[config.mk]
export PLATFORM = sky130hd
export DESIGN_NAME = exmem_pipe
export DESIGN_NICKNAME = d
export VERILOG_FILES = /design/src/rtl/exmem_pipe.sv
export SDC_FILE = /design/constraint.sdc
export NUM_CORES = 1
export LEC_CHECK = 0
export ABC_AREA = 1
export CORE_UTILIZATION = 41
export CTS_CLUSTER_SIZE = 12
export DETAILED_ROUTE_END_ITERATION = 16
export PLACE_DENSITY = 0.82
export SETUP_SLACK_MARGIN = 0.02
export SLEW_MARGIN = 40
export SYNTH_ARGS = -nofsm -noshare
export SYNTH_HDL_FRONTEND = slang
export SYNTH_SLANG_ARGS = --single-unit
[constraint.sdc]
create_clock -name CLK -period 2.2 [get_ports CLK]
set_input_delay 0.22 -clock CLK [delete_from_list [all_inputs] [get_ports CLK]]
set_output_delay 0.22 -clock CLK [all_outputs]
set_load 0.01 [all_outputs]
[src/rtl/exmem_pipe.sv]
// ---------------------------------------------------------------------------
// exmem_pipe
//   EX->MEM pipeline latch with a small data-cache request sequencer.
//   The entry register captures EX-stage control/data when the hazard unit
//   allows it and the memory stage is not stalled. Flush loads a bubble.
//   A two-state FSM (IDLE/REQ) presents the cache request for the latched
//   entry until dhit, stalling the pipe via mem_stall while it waits.
//   Load results are captured into loaddata on the hit edge.
//
// Ports
//   CLK        rising-edge clock
//   nRST       asynchronous active-low reset
//   en         advance enable from the hazard unit
//   flush      load a bubble (overrides en and mem_stall)
//   RegWENi, dRENi, dWENi, halti, MemtoRegi, wseli  EX control inputs
//   aluouti, storei, npci                            EX data inputs
//   dhit, dmemload                                   cache response
//   RegWEN, MemtoReg, wsel, aluout, npc, halt        latched to MEM/WB
//   dREN, dWEN, dmemaddr, dmemstore                  cache request
//   loaddata                                         captured load data
//   mem_stall                                        stall to hazard unit
// ---------------------------------------------------------------------------
module exmem_pipe #(
    parameter int WORD_W = 32,
    parameter int REG_W  = 5
) (
    input  logic              CLK,
    input  logic              nRST,
    input  logic              en,
    input  logic              flush,
    input  logic              RegWENi,
    input  logic              dRENi,
    input  logic              dWENi,
    input  logic              halti,
    input  logic [1:0]        MemtoRegi,
    input  logic [REG_W-1:0]  wseli,
    input  logic [WORD_W-1:0] aluouti,
    input  logic [WORD_W-1:0] storei,
    input  logic [WORD_W-1:0] npci,
    input  logic              dhit,
    input  logic [WORD_W-1:0] dmemload,
    output logic              RegWEN,
    output logic [1:0]        MemtoReg,
    output logic [REG_W-1:0]  wsel,
    output logic [WORD_W-1:0] aluout,
    output logic [WORD_W-1:0] npc,
    output logic              halt,
    output logic              dREN,
    output logic              dWEN,
    output logic [WORD_W-1:0] dmemaddr,
    output logic [WORD_W-1:0] dmemstore,
    output logic [WORD_W-1:0] loaddata,
    output logic              mem_stall
);

    typedef enum logic {
        IDLE,
        REQ
    } state_t;

    state_t            state, state_next;

    logic              dren_q;
    logic              dwen_q;
    logic [WORD_W-1:0] store_q;
    logic              load;
    logic              mem_op_in;
    logic              capture;

    assign load      = en & ~mem_stall & ~flush;
    assign mem_op_in = dRENi | dWENi;

    // Write has priority so the cache never sees both strobes together.
    assign dWEN      = (state == REQ) & dwen_q;
    assign dREN      = (state == REQ) & dren_q & ~dwen_q;
    assign mem_stall = (state == REQ) & ~dhit;

    assign dmemaddr  = aluout;
    assign dmemstore = store_q;

    // A flush in REQ aborts the access, so a coincident hit is not captured.
    assign capture   = (state == REQ) & dhit & dREN & ~flush;

    // Entry register
    always_ff @(posedge CLK or negedge nRST) begin
        if (!nRST) begin
            RegWEN   <= 1'b0;
            dren_q   <= 1'b0;
            dwen_q   <= 1'b0;
            MemtoReg <= '0;
            wsel     <= '0;
            aluout   <= '0;
            store_q  <= '0;
            npc      <= '0;
        end else if (flush) begin
            RegWEN   <= 1'b0;
            dren_q   <= 1'b0;
            dwen_q   <= 1'b0;
            MemtoReg <= '0;
            wsel     <= '0;
            aluout   <= '0;
            store_q  <= '0;
            npc      <= '0;
        end else if (load) begin
            RegWEN   <= RegWENi;
            dren_q   <= dRENi;
            dwen_q   <= dWENi;
            MemtoReg <= MemtoRegi;
            wsel     <= wseli;
            aluout   <= aluouti;
            store_q  <= storei;
            npc      <= npci;
        end
    end

    // Halt is sticky until reset; a bubble never carries halt.
    always_ff @(posedge CLK or negedge nRST) begin
        if (!nRST) begin
            halt <= 1'b0;
        end else if (load && halti) begin
            halt <= 1'b1;
        end
    end

    always_ff @(posedge CLK or negedge nRST) begin
        if (!nRST) begin
            loaddata <= '0;
        end else if (capture) begin
            loaddata <= dmemload;
        end
    end

    always_ff @(posedge CLK or negedge nRST) begin
        if (!nRST) begin
            state <= IDLE;
        end else begin
            state <= state_next;
        end
    end

    // A load can only happen in REQ on the hit edge (mem_stall low), so a
    // new memory-op entry keeps the FSM in REQ back-to-back.
    always_comb begin
        state_next = IDLE;
        if (flush) begin
            state_next = IDLE;
        end else if (load && mem_op_in) begin
            state_next = REQ;
        end else if (state == REQ && !dhit) begin
            state_next = REQ;
        end
    end

endmodule

* Word level (Yosys, flattened, before mapping) *
Cells that the tools add are included.

storage, ports and cells
  memories kept = 0
  ROM bits = 0
  word-level logic and storage cells = 49
  input port bits = 144
  RAM bits = 0
  output and inout bits = 172
  bits in registers = 140
  latch bits = 0

operators by class
  reduce and logical (&&, ||, !) cells = 5
  divide/modulo/power cells = 0
  bitwise logic cells = 14
  $mul = 0
  muxes and demuxes = 19
  $lt $le $gt $ge = 0
  add/subtract/negate cells = 0
  shift-type cells = 0
  equality and inequality tests = 0

operators with widths
  operator            number
  2-to-1 mux 32 bit   6
  2-to-1 mux 5 bit    2
  bitwise AND 1 bit   9
  2-to-1 mux 1 bit    9
  2-to-1 mux 2 bit    2
  NOT 1 bit           4
  logical AND 1 bit   3
  nonzero test 2 bit  1
  logical NOT 1 bit   1
  bitwise OR 1 bit    1

* Logic depth before layout (Yosys ltp) *
  word-level depth = 8
  mapped depth = 7
  mapped depth without buffers = 5

* Least setup slack after synthesis *
No wires, ideal clock.

  kind = flip-flop to output port
  from = register state
  to = output port mem_stall
  arrival = 0.908 ns
  required time = 1.980 ns
  buffers on the path = 3
  cell stages (with the launch flop) = 6
  setup slack = 1.072 ns
  path through = dfrtp_1 nand2_1 buf_4 buf_6 buf_6 inv_1

on the way
  cells in the longest elaborated chain, start to end = 1

ends and longest elaborated chain
  item                      line  RTL
  start: declaration        61    state_t state, state_next;
  start signal: assignment  137   state <= state_next;
  bitwise AND 1 bit         76    assign mem_stall = (state == REQ) & ~dhit;
  end: declaration          53    output logic mem_stall

No other way between the ends.

* Worst setup path after layout *
  from = register state
  to = output port dREN

on the way
  cells in the longest elaborated chain, start to end = 2

ends and longest elaborated chain
  item                             line  RTL
  bitwise AND 1 bit (2 in series)  75    assign dREN = (state == REQ) & dren_q & ~dwen_q;
  end: declaration                 48    output logic dREN,

No other way between the ends.

==> impl_metrics.yaml <==
clocking:
  root_buffer: "clkbuf_16"
  clk_latency_ns: 0.41
  cts.htree.levels: 4
  cts_tree: "done"
  cts.sinks: 140
  clk_pin_slew_ns: 0.06
  numCtsBuffers: 17
  postCtsSetupRepairBufs: 0
  cts_buffer_depth: 2
sta:
  slew_headroom_pct: 52.99
  report.final.slew_viol_count: 0
  rsz0062_at_grt: "false"
  fin_setup_tns_ns: 0
  setup-violations-final: 0
  finalHoldViolCount: 0
  worst_pin_slew_ns: 0.7051
  min_period_ns: 2.020
  fmax_mhz: 495.1
  period_share_pct: 91.81
  finClkSkew_ns: 0.008315
  setup_ws_ns: 0.1802
  holdWs_ns: 0.3626
placed_design:
  hpwl_um: 12730
  placed_area_um2: 9204
  post-place-ws_ns: 0.2917
  gp_congestion: 0.7805
  placed_cells: 1086
  portBuffers: 315
synth:
  seq_area_frac_synth_pct: 56.78
  ys.flop_type: "dfrtp_1"
  ys_ff_latch: 140
  async_flop_share_pct: 100.0
  synth_cells: 669
  synth_warnings: 0
  synth.area.top_cells: "dfrtp_1 (57%), nand3_1 (11%), nand4_1 (11%)"
  netlist.area_leader.share_pct: 56.78
  yosysTopAreaCell: "dfrtp_1"
  synth.avg_cell_area_um2: 9.222
  yosysMostFrequentCell: "nand2_1"
  syn_nets: 813
  ys_types: 16
  synth_edf_count: 0
  synthTopCellsByCount: "nand2_1 (175), dfrtp_1 (140), nand3_1 (138), nand4_1 (107), buf_2 (45)"
  syn_area_um2: 6170
drt:
  routed_wl_um: 19050
  drt.antenna.violating_nets: 0
  drc_errors: 0
  vias_per_cell: 5.350
  wl_per_cell_um: 17.04
  firstDrtPassIters: 5
  vias: 5981
  drt_iter0_drc: 472
critical_path:
  crit_path_end_kind: "primary output"
  crit_type: "register to primary output"
  path_max_fanout: 8
  critPathBufInv: 1
  crit_slowest_cell: "clkdlybuf4s50_1"
  cp-start-kind: "register"
  max_stage_delay_ns: 0.66
  r2r_end: "aluout[2]"
  reg2reg_depth: 5
  crit_path_cell_trace: "nand2_1 > nor2_4 > clkdlybuf4s50_1"
  cp.required_ns: 1.98
  cp.arrival_ns: 1.80
  rrSetupSlack_ns: 0.57
  r2r-start: "state"
  crit_family: "buffers and inverters"
cells_and_area:
  stdcell_count: 1118
  synthToLayoutAreaGrowth_pct: 59.62
  final_net_count: 1066
  drive_gt1_share_pct: 5.996
  fin_area_um2: 9848
  fin_util_pct: 67.50
  diodes: 0
power_and_ir_drop:
  irDropWorstVdd_v: 0.0004548
  power.net_switching_mw: 1.805
  switching_share_pct: 24.60
  powerDensity_nw_per_um2: 745.3
  p_int_mw: 5.534
  power_frac_comb_pct: 18.6
  seq_power_share_pct: 39.7
  clockPowerShare_pct: 41.6
  p_leak_nw: 4.652
  p_total_mw: 7.340
grt:
  grt_max_degree: 109
  track_usage_pct: 24.96
  overflow: 0
  antenna_found_initial: 0
  grt_pass1_vias: 5932
  grt_pass1_wl_um: 30730
die:
  fp.dieW_um: 124.7
  design.die.area_um2: 15540
  die_y_um: 124.7
  rows: 44
  core-area_um2: 14590
  floorplan.initialDensity_pct: 42.29
  ios: 316
run_status:
  outcome: "complete, no violations"
worst_hold_path:
  hold_class: "input pin to async pin"
run:
  drv_cap: 0
==> layout by cell type (no fill, tap or decap), types with 2 or more instances in the layout <==
master and n:
clkbuf_8 3, clkbuf_16 17, dfrtp_1 140, clkinv_2 2, buf_4 10, nand4_1 107
inv_1 3, nand2_4 2, nand3_1 138, nand2_1 174, bufinv_16 4, clkdlybuf4s50_1 313
clkinv_4 3, buf_12 8
==> layer usage <==
metal / global-route usage, % / part of all wire, %
met3: 8.591 / 9.0
met1: 30.20 / 39
met4: 13.54 / 4.2
met5: 0 / 0
met2: 39.06 / 47
==> state kept, by name, summed over array words and instances, names as in the netlist <==
| name | cells |
|---|---|
| MemtoReg | 2 |
| RegWEN | 1 |
| aluout | 32 |
| dmemstore | 32 |
| dren_q | 1 |
| dwen_q | 1 |
| halt | 1 |
| loaddata | 32 |
| npc | 32 |
| state | 1 |
| wsel | 5 |
==> worst max path at each step <==
stage               start   endpoint  slack, ns  cells after the start
floorplan           state  mem_stall       1.07                      5
global placement     dhit  aluout[4]       0.33                      7
detailed placement   dhit    npc[23]       0.29                      7
CTS                 state       dREN       0.13                      3
global route        state       dREN       0.09                      3
finish              state       dREN       0.18                      3
==> worst reg2reg max path: stages, from the launching register on <==
cell and delay [ns]:
dfrtp_1 0.40, nand2_4 0.17, nand2_4 0.11, buf_4 0.55, nand3_1 0.23, nand2_1 0.11
==> cells by family (layout without fill, tap and decap cells) <==
logic type             Yosys count  count (layout)  share of synthesized area [%]
DFF                            140             140                          56.78
and+or+nand+nor                423             423                          33.08
buffers and inverters          104             369                          9.917
AOI/OAI and AO/OA                2               2                         0.2230
==> power groups by stage <==
stage	Sequential, mW	Combinational, mW	Clock (mW)
final	2.92	1.37	3.06
after global routing	2.94	1.47	3.23
after CTS	2.92	1.38	3.11
after detailed placement	2.96	1.37	0
after global placement	2.95	1.35	0
after floorplan	3.04	0.416	0
==> area by class of cell <==
cell class | count | area, um2
Multi-Input combinational cell | 425 | 2067
Clock inverter | 10 | 163.9
Sequential cell | 140 | 3503
Tap cell | 184 | 230.2
Clock buffer | 21 | 470.5
Inverter | 5 | 23.77
Fill cell | 1136 | 4741
Timing Repair Buffer | 333 | 3390
==> what timing repair did <==
action                                  CTS  global route
gates resized for setup                   0             0
hold endpoints to repair                 53             0
endpoints found under the setup margin    0             0
hold buffers                              1             0
Note: power is estimated with default switching activity, not from simulation.
